**src/rtl/morse_decoder.sv**
```systemverilog
// Morse receiver: measures mark/space run lengths on en strobes, assembles
// dot/dash elements and emits the lowercase letter at each character gap.
module morse_decoder #(
    parameter int DASH_MIN = 3,
    parameter int GAP_MIN  = 3
) (
    input  logic       clk,
    input  logic       rst,
    input  logic       en,
    input  logic       din,
    output logic [7:0] char,
    output logic       valid,
    output logic       err,
    output logic       busy
);

    localparam logic [1:0] IDLE  = 2'd0;
    localparam logic [1:0] MARK  = 2'd1;
    localparam logic [1:0] SPACE = 2'd2;

    localparam logic [2:0] DASH_TH  = 3'(DASH_MIN);
    localparam logic [2:0] GAP_LAST = 3'(GAP_MIN - 1);

    logic [1:0] state;
    logic [2:0] run;
    logic [3:0] pat;
    logic [2:0] len;
    logic       ovf;
    logic [8:0] hit_ch;

    // Returns {hit, ascii}; the first element sent is the MSB of pat[len-1:0].
    function automatic logic [8:0] lookup(input logic [2:0] n, input logic [3:0] p);
        logic [7:0] c;
        c = 8'h00;
        case (n)
            3'd1: c = p[0] ? "t" : "e";
            3'd2: case (p[1:0])
                2'b01: c = "a";
                2'b10: c = "n";
                2'b00: c = "i";
                default: c = "m";
            endcase
            3'd3: case (p[2:0])
                3'b000: c = "s";
                3'b111: c = "o";
                3'b100: c = "d";
                3'b110: c = "g";
                3'b010: c = "r";
                3'b101: c = "k";
                3'b001: c = "u";
                default: c = "w";
            endcase
            3'd4: case (p)
                4'b0000: c = "h";
                4'b1000: c = "b";
                4'b1010: c = "c";
                4'b0010: c = "f";
                4'b0100: c = "l";
                4'b0110: c = "p";
                4'b1101: c = "q";
                4'b0001: c = "v";
                4'b1001: c = "x";
                4'b1011: c = "y";
                4'b1100: c = "z";
                4'b0111: c = "j";
                default: c = 8'h00;
            endcase
            default: c = 8'h00;
        endcase
        return {c != 8'h00, c};
    endfunction

    assign hit_ch = lookup(len, pat);
    assign busy   = (state != IDLE);

    always_ff @(posedge clk) begin
        if (rst) begin
            state <= IDLE;
            run   <= 3'd0;
            pat   <= 4'd0;
            len   <= 3'd0;
            ovf   <= 1'b0;
            char  <= 8'h00;
            valid <= 1'b0;
            err   <= 1'b0;
        end else begin
            valid <= 1'b0;
            err   <= 1'b0;
            if (en) begin
                case (state)
                    IDLE: if (din) begin
                        state <= MARK;
                        run   <= 3'd1;
                        pat   <= 4'd0;
                        len   <= 3'd0;
                        ovf   <= 1'b0;
                    end
                    MARK: if (din) begin
                        if (run != 3'd7) run <= run + 3'd1;
                    end else begin
                        if (len < 3'd4) begin
                            pat <= {pat[2:0], (run >= DASH_TH)};
                            len <= len + 3'd1;
                        end else begin
                            ovf <= 1'b1;
                        end
                        state <= SPACE;
                        run   <= 3'd1;
                    end
                    SPACE: if (din) begin
                        state <= MARK;
                        run   <= 3'd1;
                    end else if (run < GAP_LAST) begin
                        run <= run + 3'd1;
                    end else begin
                        // End of character: decode on the GAP_MIN-th space.
                        if (hit_ch[8] && !ovf) begin
                            char  <= hit_ch[7:0];
                            valid <= 1'b1;
                        end else begin
                            err <= 1'b1;
                        end
                        state <= IDLE;
                        run   <= 3'd0;
                    end
                    default: state <= IDLE;
                endcase
            end
        end
    end

endmodule

```
**config.mk**
```make
export PLATFORM = sky130hd
export DESIGN_NAME = morse_decoder
export DESIGN_NICKNAME = d
export VERILOG_FILES = /design/src/rtl/morse_decoder.sv
export SDC_FILE = /design/constraint.sdc
export NUM_CORES = 1
export LEC_CHECK = 0
export BUFFER_PORTS_ARGS = -buffer_cell sky130_fd_sc_hd__buf_2
export CORE_MARGIN = 8
export CORE_UTILIZATION = 59
export CTS_BUF_LIST = sky130_fd_sc_hd__clkbuf_16
export CTS_CLUSTER_SIZE = 20
export DETAILED_ROUTE_END_ITERATION = 8
export PLACE_DENSITY_LB_ADDON = 0.08
export SLEW_MARGIN = 20
export SYNTH_ARGS = -nofsm -noshare
export SYNTH_HDL_FRONTEND = slang
export SYNTH_SLANG_ARGS = --single-unit
```
**constraint.sdc**
```tcl
create_clock -name clk -period 3.2 [get_ports clk]
set_clock_uncertainty 0.05 [all_clocks]
set_input_delay 0.8 -clock clk [delete_from_list [all_inputs] [get_ports clk]]
set_output_delay 0.8 -clock clk [all_outputs]
set_load 0.005 [all_outputs]
```
* Word-level counts from Yosys, hierarchy flattened
Memories as Yosys holds them, arrays and structs flattened. A register that Yosys moved wholly into a read port is not among the register bits.
Cells that the tools add are included.
** Word-level totals
- Flip-flop bits (word level) :: 23
- Bits in latches :: 0
- RAM bits :: 0
- ROM bits :: 112
- Input port bits :: 4
- Output and inout port bits :: 11
- Logic and storage cells :: 85
- Memories kept :: 1
** Memory list
- (no name shown) :: words 16, width 7, rd ports 1, clocked after memory_dff 1, write ports 0, RTL line 53 : 3'd4: case (p)
** Cells by class
- Add/subtract/negate cells :: 2
- Multiply operators :: 0
- Divide/modulo/power cells :: 0
- Magnitude comparators :: 3
- Equal/unequal tests :: 21
- Shifts and indexed selects :: 0
- Multiplexer cells :: 31
- Bitwise operators :: 4
- Reduce and logical (&&, ||, !) cells :: 15
** Operator list (count)
- 5-bit case mux with 7 select lines :: 1
- 8-bit case mux with 4 select lines :: 1
- 3-bit two-way mux :: 8
- 4-bit two-way mux :: 5
- 3-bit equality test, second input constant :: 5
- 5-bit AND reduction :: 3
- 4-bit case mux with 3 select lines :: 1
- 3-bit by 2-bit equality test with 1-bit output, second input constant :: 3
- 3-bit != test, second input constant :: 3
- 3-bit case mux with 3 select lines :: 1
- 2-bit two-way mux :: 4
- 2-bit != test, second input constant :: 4
- 4-bit case mux with 2 select lines :: 1
- 4-bit AND reduction :: 2
- 8-bit nonzero test :: 1
- 3-bit by 1-bit adder with 3-bit output, second input constant :: 2
- 3-bit by 1-bit equality test with 1-bit output, second input constant :: 2
- 2-bit case mux with 3 select lines :: 1
- 3-bit case mux with 2 select lines :: 1
- 1-bit two-way mux :: 5
- 5-bit two-way mux :: 1
- 5-bit OR reduction :: 1
- 2-bit by 1-bit equality test with 1-bit output, second input constant :: 2
- 2-bit equality test, second input constant :: 2
- 11 further kinds :: 16

* Longest topological paths before layout
Gate-level depths: netlist of run 1.
- Depth after elaboration :: 6
- Depth in mapped cells :: 12
- Mapped depth without buffers :: 11

* Worst setup path after synthesis of run 1
Ideal clock, no wire load.
- Kind :: input to register
- Start point :: input port din
- End point :: register (tool-made name)
- Library setup time :: 122 ps
- Arrival :: 2568 ps
- Data required time :: 3028 ps
- Setup slack :: 460 ps
- Stages on the path :: 8
- Path buffers :: 1
- Path through :: buf_6 -> or3b_4 -> nor2_1 -> a32oi_1 -> or2_1 -> ha_1 -> nor3b_1 -> a311o_1
** RTL lines
- from (decl) :: RTL line 10 : input logic din,

==> results.md, run 1 <==
- Vias: 1483
- H-Tree Depth: 1
- Fin crit period: 2.849 ns
- Post-layout instance area: 1953 sq um
- Critical path data arrival time: 2.94 ns
- Pre-CTS WS: 0.1990 ns
- Tcrit/Tclk final: 89.03%
- Root Buffer: clkbuf_16
- Status: completed
- Post-synthesis sequential area ratio: 29.92%
- Die W: 71.34 microns
- Gr usage total: 15.26%
- Static leakage: 0.7950 nW
- Area grow syn2layout: 8.102%
- YS warnings: 0
- Fin Setup TNS: 0 ns
- Clock network power share: 40.3%
- Syn Nets: 235
- Crit Path Class: flip-flop to flip-flop
- CP startpoint kind: flip-flop
- Clk sinks: 27
- Hold Slack: 0.4027 ns
- Sequential power share: 48.8%
- Drt pass-1 iters: 4
- Max-slew violation count: 0
- CTS tree: built
- Hold Path Cell Cnt: 2
- Buffers on Ports: 13
- Routed WL: 3.731 mm
- Post-route DRC violation count: 0
- Synthesized area: 1807 sq um
- Async SR Flop Fraction: 0%
- Antenna violations before repair: 0
- Synth Register Bits: 27
- Core Rows: 20
- TritonCTS Buffers: 3
- Critical path capture point type: flip-flop
- Layout cells sized above 1: 14.93%
- Worst EP required: 3.30 ns
- Post-synth EDFFs: 0
- Internal: 0.5360 mW
- GR Overflow Total: 0
- Flop2flop setup slack: 0.35 ns
- Setup ws final: 0.3511 ns
- Ys flop type: dfxtp_1
- Worst-path fanout max: 9
- First-pass GRT wire length: 6.285 mm
- Switch Pwr: 0.1689 mW
- PD cells: 360.9 nW/um^2
- Final nets: 245
- # diodes: 0
- Final Hold Viols: 0
- Post-CTS Resized: 0
- Max Cap Viol: 0
- Avg Cell Area, Syn: 8.522 sq um
- Unrepaired setup endpoints after global routing: no
- Combinational power share: 10.9%
- Placed cell area: 1873 sq um
- Via density per instance: 5.839
- Wire length per cell: 14.69 microns
- Hold Path End: char[1]
- Top Ports: 15
- R2R depth: 9
- Min-delay src: char[1]
- Die area: 5089 sq um
- Largest net degree at the start of global routing: 23
- Peak supply drop: 204.7 uV
- Max Freq: 351.0 MHz
- RR Startpoint: state[0]
- Dpl hpwl: 2.825 mm
- Switching Share: 23.97%
- Vias in the first global route: 1367
- # Post-CTS Setup Buffers: 0
- Cts hold-fix bufs: 0
- Final GP Congestion: 0.8810
- Worst Hold Class: flip-flop to flip-flop
- Core area: 2978 sq um
- Initial core utilization: 60.67%
- Cells after synthesis: 212
- Die height: 71.34 microns
- Routed Antenna Nets: 0
- Final core utilization: 65.59%
- Skew-Pair Late Insertion Delay: 0.26 ns
- Iter 0 DRT Violations: 112
- Maximum root-to-sink buffer count: 2
- # setup viols final: 0
- Clock slew at reported path FFs: 0.07 ns
- Synth cell types: 56
==> layout make-up <==
type                    instances  area [sq um]
inverters                      15         56.30
clock buffers                   3         75.07
well taps                      33         41.29
clock inverters                 1         5.005
flip-flops and latches         27         540.5
fillers                       247          1025
repair buffers                 16         87.58
multi-input cells             159          1147
==> per-layer routing <==
| layer | track usage, % | vias up | share of wire, % |
|---|---|---|---|
| li1 | - | 773 | - |
| met1 | 19.98 | 673 | 49 |
| met2 | 23.37 | 33 | 45 |
| met3 | 3.347 | 4 | 5.3 |
| met4 | 6.467 | 0 | 1.2 |
| met5 | 0 | - | 0 |
==> through the flow <==
step           power (mW)  cells
2_1_floorplan      0.4119    212
3_3_place_gp       0.4247    250
3_5_place_dp       0.4276    250
4_1_cts            0.7094    254
5_1_grt            0.7312    254
6_report           0.7049    254
==> cells in the final DEF, fill, tap and decap left out, types with 4 or more instances in the layout <==
cell type and count:
a21oi_1 14, buf_2 13, dfxtp_1 27, ha_1 19
inv_1 13, mux2i_1 8, nand2_1 15, nand2b_1 4
nand3_1 17, nor2_1 11, nor2b_1 8, o21ai_0 9
==> worst max path at each step <==
stage / from / end / depth (start not counted)
final: state[0] / flip-flop / 9
after global routing: state[1] / flip-flop / 9
after CTS: state[0] / flip-flop / 9
after detailed placement: din / flip-flop / 8
after global placement: din / flip-flop / 8
after floorplan: din / flip-flop / 8
==> kinds of logic (layout without fill, tap and decap cells) <==
family | after synthesis | in the layout | synth area share [%]
other | 1 | 1 | 0.2076
buffers and inverters | 26 | 35 | 6.579
and+or+nand+nor | 75 | 75 | 23.20
DFF | 27 | 27 | 29.92
muxes | 11 | 11 | 6.302
adders and majority gates | 19 | 19 | 13.16
AOI/OAI and AO/OA | 53 | 53 | 20.64
==> cell usage after synthesis, types with 2 or more instances <==
master    number  share of area (%)
inv_1         13                2.7
a22oi_1        3                1.2
nand3_1       17                4.7
and2_1         2               0.69
dfxtp_1       27                 30
mux2i_1        8                4.4
o21ai_0        9                2.5
nor3b_1        3                1.2
nand2_1       15                3.1
and3b_1        2               0.97
buf_2          2               0.55
ha_1          19                 13
o211ai_2       2                1.4
a32oi_1        2               0.97
clkbuf_1       5                1.0
nor3_1         3               0.83
a21oi_1       14                3.9
a31oi_1        2               0.69
nand2b_1       4                1.4
mux2_2         2                1.2
buf_4          3                1.2
a21oi_2        2               0.97
o211ai_1       2               0.83
nor2_1        11                2.3
nor4b_1        2               0.97
nor2b_1        8                2.8
==> power by group through the flow <==
stage / Sequential, mW / Clock, mW / Combinational [mW]
after floorplan: 0.351 / 0 / 0.0612
after global placement: 0.351 / 0 / 0.0733
after detailed placement: 0.352 / 0 / 0.0758
after CTS: 0.344 / 0.289 / 0.0762
after global routing: 0.345 / 0.301 / 0.0858
final: 0.344 / 0.284 / 0.0766
==> worst max-delay path: stages (launching register included) <==
cell and delay [ns]:
dfxtp_1 0.38, inv_1 0.09, ha_1 0.32, or3b_4 0.44
nor2_1 0.22, a32oi_1 0.22, or2_1 0.34, ha_1 0.30
nor3b_1 0.04, a311o_1 0.32
Power figures use the tool's default switching activity.
==> run 2: changes to the inputs <==
--- a/config.mk
+++ b/config.mk
@@ -5,6 +5,7 @@
 export SDC_FILE = /design/constraint.sdc
 export NUM_CORES = 1
 export LEC_CHECK = 0
+export ABC_AREA = 1
 export BUFFER_PORTS_ARGS = -buffer_cell sky130_fd_sc_hd__buf_2
 export CORE_MARGIN = 8
 export CORE_UTILIZATION = 59
==> results.md, run 2 <==
- Mux contribution to synthesized area: 0% (was 6.302%)
- Die W: 71.70 microns (was 71.34 microns)
- Critical path capture point type: flip-flop (unchanged)
- Top Ports: 15 (unchanged)
- Die area: 5141 sq um (was 5089 sq um)
- Slew margin rel.: 52.29%
- Final GP Congestion: 0.8712 (was 0.8810)
- Worst Hold Class: flip-flop to flip-flop (unchanged)
- Sequential power share: 41.0% (was 48.8%)
- Combinational power share: 29.8% (was 10.9%)
- Post-synthesis compound-gate area fraction: 15.31% (was 20.64%)
- Flop2flop setup slack: 0.66 ns (was 0.35 ns)
- Peak supply drop: 253.5 uV (was 204.7 uV)
- Cts hold-fix bufs: 0 (unchanged)
- Share of the synthesized area in the top cell type: 29.53% (was 29.92%)
- Critical path data arrival time: 2.65 ns (was 2.94 ns)
- # setup viols final: 0 (unchanged)
- Drt pass-1 iters: 4 (unchanged)
- Fin crit period: 2.542 ns (was 2.849 ns)
- Post-CTS Resized: 0 (unchanged)
- Final core utilization: 65.88% (was 65.59%)
- Avg Cell Area, Syn: 7.150 sq um (was 8.522 sq um)
- Hold Path Cell Cnt: 2 (unchanged)
- Synth cell types: 30 (was 56)
- TritonCTS Buffers: 3 (unchanged)
- Vias in the first global route: 1498 (was 1367)
- Synth cell count leaders: nand2_1 (55), inv_1 (34), dfxtp_1 (27), nor2_1 (26), nand3_1 (21) (was dfxtp_1 (27), ha_1 (19), nand3_1 (17), nand2_1 (15), a21oi_1 (14))
- Most frequent cells in the layout: nand2_1 (55), inv_1 (35), dfxtp_1 (27) (was dfxtp_1 (27), ha_1 (19), nand3_1 (17))
- Internal: 0.6334 mW (was 0.5360 mW)
- Largest family of logic cells by synthesized area: simple AND/OR/NAND/NOR gates (unchanged)
- Leading area contributor after synthesis: dfxtp_1 (unchanged)
- First-pass GRT wire length: 6.693 mm (was 6.285 mm)
- Crit-path slowest cell: ha_1 (was or3b_4)
- Core Rows: 20 (unchanged)
- Synth Register Bits: 27 (unchanged)
- Worst-path fanout max: 9 (unchanged)
- Unrepaired setup endpoints after global routing: no (unchanged)
- Worst slew pin tran: 0.7102 ns
- Clock network power share: 29.2% (was 40.3%)
- Area grow syn2layout: 8.066% (was 8.102%)
- Synth Area in Simple Gates: 30.76% (was 23.20%)
- Ys flop type: dfxtp_1 (unchanged)
- Static leakage: 0.9728 nW (was 0.7950 nW)
- Post-route DRC violation count: 0 (unchanged)
- Clk sinks: 27 (unchanged)
- # diodes: 0 (unchanged)
- Syn Nets: 279 (was 235)
- Cells along the critical path: inv_1 > ha_1 > inv_4 > nand2_1 > o21ai_2 > nor2_2 > o21ai_2 > nor2_4 > inv_1 > ha_1 > nand2_2 > nand2_1 > nand2_1 > nand2_1 (was inv_1 > ha_1 > or3b_4 > nor2_1 > a32oi_1 > or2_1 > ha_1 > nor3b_1 > a311o_1)
- Post-layout instance area: 1978 sq um (was 1953 sq um)
- Tcrit/Tclk final: 79.44% (was 89.03%)
- Status: completed (unchanged)
- Cells after synthesis: 256 (was 212)
- Min-delay src: ovf (was char[1])
- Maximum root-to-sink buffer count: 2 (unchanged)
- Routed Antenna Nets: 0 (unchanged)
- Most frequent cell after synthesis: nand2_1 (was dfxtp_1)
- Wire length per cell: 11.96 microns (was 14.69 microns)
- Commonest non-fill, non-tap cell in the layout: nand2_1 (was dfxtp_1)
- Crit Path Class: flip-flop to flip-flop (unchanged)
- YS warnings: 0 (unchanged)
- Post-Synth Adder-Cell Area: 12.99% (was 13.16%)
- H-Tree Depth: 1 (unchanged)
- CP startpoint kind: flip-flop (unchanged)
- RR Startpoint: state[1] (was state[0])
- Clock slew at reported path FFs: 0.07 ns (about the same)
- Synth Area in XOR/XNOR: 0% (unchanged)
- Final Hold Viols: 0 (unchanged)
- Synth top area cells: dfxtp_1 (30%), ha_1 (13%), nand2_1 (11%) (was dfxtp_1 (30%), ha_1 (13%), nand3_1 (4.7%))
- Post-synthesis sequential area ratio: 29.53% (was 29.92%)
- Via density per instance: 5.120 (was 5.839)
- Switch Pwr: 0.3301 mW (was 0.1689 mW)
- Switching Share: 34.26% (was 23.97%)
- Max-slew violation count: 0 (unchanged)
- Routed WL: 3.599 mm (was 3.731 mm)
- Vias: 1541 (was 1483)
- Placed cell area: 1899 sq um (was 1873 sq um)
- Initial core utilization: 60.96% (was 60.67%)
- Max Freq: 393.4 MHz (was 351.0 MHz)
- GR Overflow Total: 0 (unchanged)
- R2R depth: 14 (was 9)
- # Post-CTS Setup Buffers: 0 (unchanged)
- Slowest stage delay, CP: 0.40 ns (was 0.44 ns)
- PD cells: 487.1 nW/um^2 (was 360.9 nW/um^2)
- Synthesized area: 1831 sq um (was 1807 sq um)
- Die height: 71.70 microns (was 71.34 microns)
- CP most frequent cell: nand2_1 (was ha_1)
- Max Cap Viol: 0 (unchanged)
- Pre-CTS WS: 0.5991 ns (was 0.1990 ns)
- Buffers on Ports: 13 (unchanged)
- Root Buffer: clkbuf_16 (unchanged)
- Worst EP required: 3.31 ns (was 3.30 ns)
- Hold Path End: ovf (was char[1])
- Antenna violations before repair: 0 (unchanged)
- Post-synth EDFFs: 0 (unchanged)
- Fin Setup TNS: 0 ns (unchanged)
- Async SR Flop Fraction: 0% (unchanged)
- Core area: 3003 sq um (was 2978 sq um)
- Largest net degree at the start of global routing: 20 (was 23)
- Iter 0 DRT Violations: 73 (was 112)
- CTS tree: built (unchanged)
- Dpl hpwl: 2.781 mm (was 2.825 mm)
- Setup ws final: 0.6578 ns (was 0.3511 ns)
- Layout cells sized above 1: 17.16% (was 14.93%)
- Gr usage total: 15.73% (was 15.26%)
- Skew-Pair Late Insertion Delay: 0.26 ns (about the same)
- Final nets: 292 (was 245)
==> run 2: cell types whose count changed in the layout (fill, tap and decap cells not counted), moves of 3 or more <==
cell	previous run	this run
nand2_1	15	55
inv_1	13	35
nor2_1	11	26
mux2i_1	8	0
nor2b_1	8	0
nand2_2	0	6
o21ai_2	0	5
inv_2	1	5
nand2b_1	4	0
nand3_1	17	21
nand4_1	1	5
a22oi_1	3	0
nor2_2	0	3
==> run 2: worst max-delay path by stage <==
| stage | startpoint | end | depth (start not counted) |
|---|---|---|---|
| global route | state[1] | flip-flop | 14 |
| global placement | din | flip-flop | 13 |
| detailed placement | din | flip-flop | 13 |
| CTS | state[1] | flip-flop | 14 |
| finish | state[1] | flip-flop | 14 |
| floorplan | en | flip-flop | 13 |
==> run 2: cell families after synthesis <==
| logic type | after synthesis |
|---|---|
| simple gates | 123 |
| flops | 27 |
| fa+ha+maj | 19 |
| compound gates | 39 |
| buf+inv | 47 |
| other cells | 1 |
==> run 2: worst max-delay path: cells and delay by family (launching register included) <==
family          cells  cell delay (ns)
simple gates        7             0.85
fa+ha+maj           2             0.69
flops               1             0.33
buf+inv             3             0.33
compound gates      2             0.19
==> run 2: power by group through the flow <==
stage	logic, mW	clock network [mW]	registers [mW]
finish	0.287	0.281	0.395
global route	0.334	0.298	0.399
CTS	0.289	0.279	0.394
detailed placement	0.286	0	0.402
global placement	0.285	0	0.401
floorplan	0.241	0	0.395
==> run 2: final cells by class <==
class	instances	area, sq um
multi-input cells	182	1085
fillers	291	1025
flip-flops and latches	27	540.5
inverters	40	152.6
repair buffers	15	80.08
clock buffers	3	75.07
well taps	33	41.29
clock inverters	1	3.754
==> run 2: layer usage <==
layer	vias to the layer above	track usage, %	wire (microns)
li1	847	-	-
met1	665	21.19	1850
met2	23	24.49	1601
met3	6	2.650	104
met4	0	5.442	42
met5	-	0	0
==> run 2: per-stage QoR <==
stage	hold WS, ns	cells	total power, mW
finish	0.4258	301	0.9635
global route	0.4666	301	1.031
CTS	0.4300	301	0.9628
detailed placement	0.4163	297	0.6886
global placement	0.4113	297	0.6863
floorplan	0.3940	256	0.6360
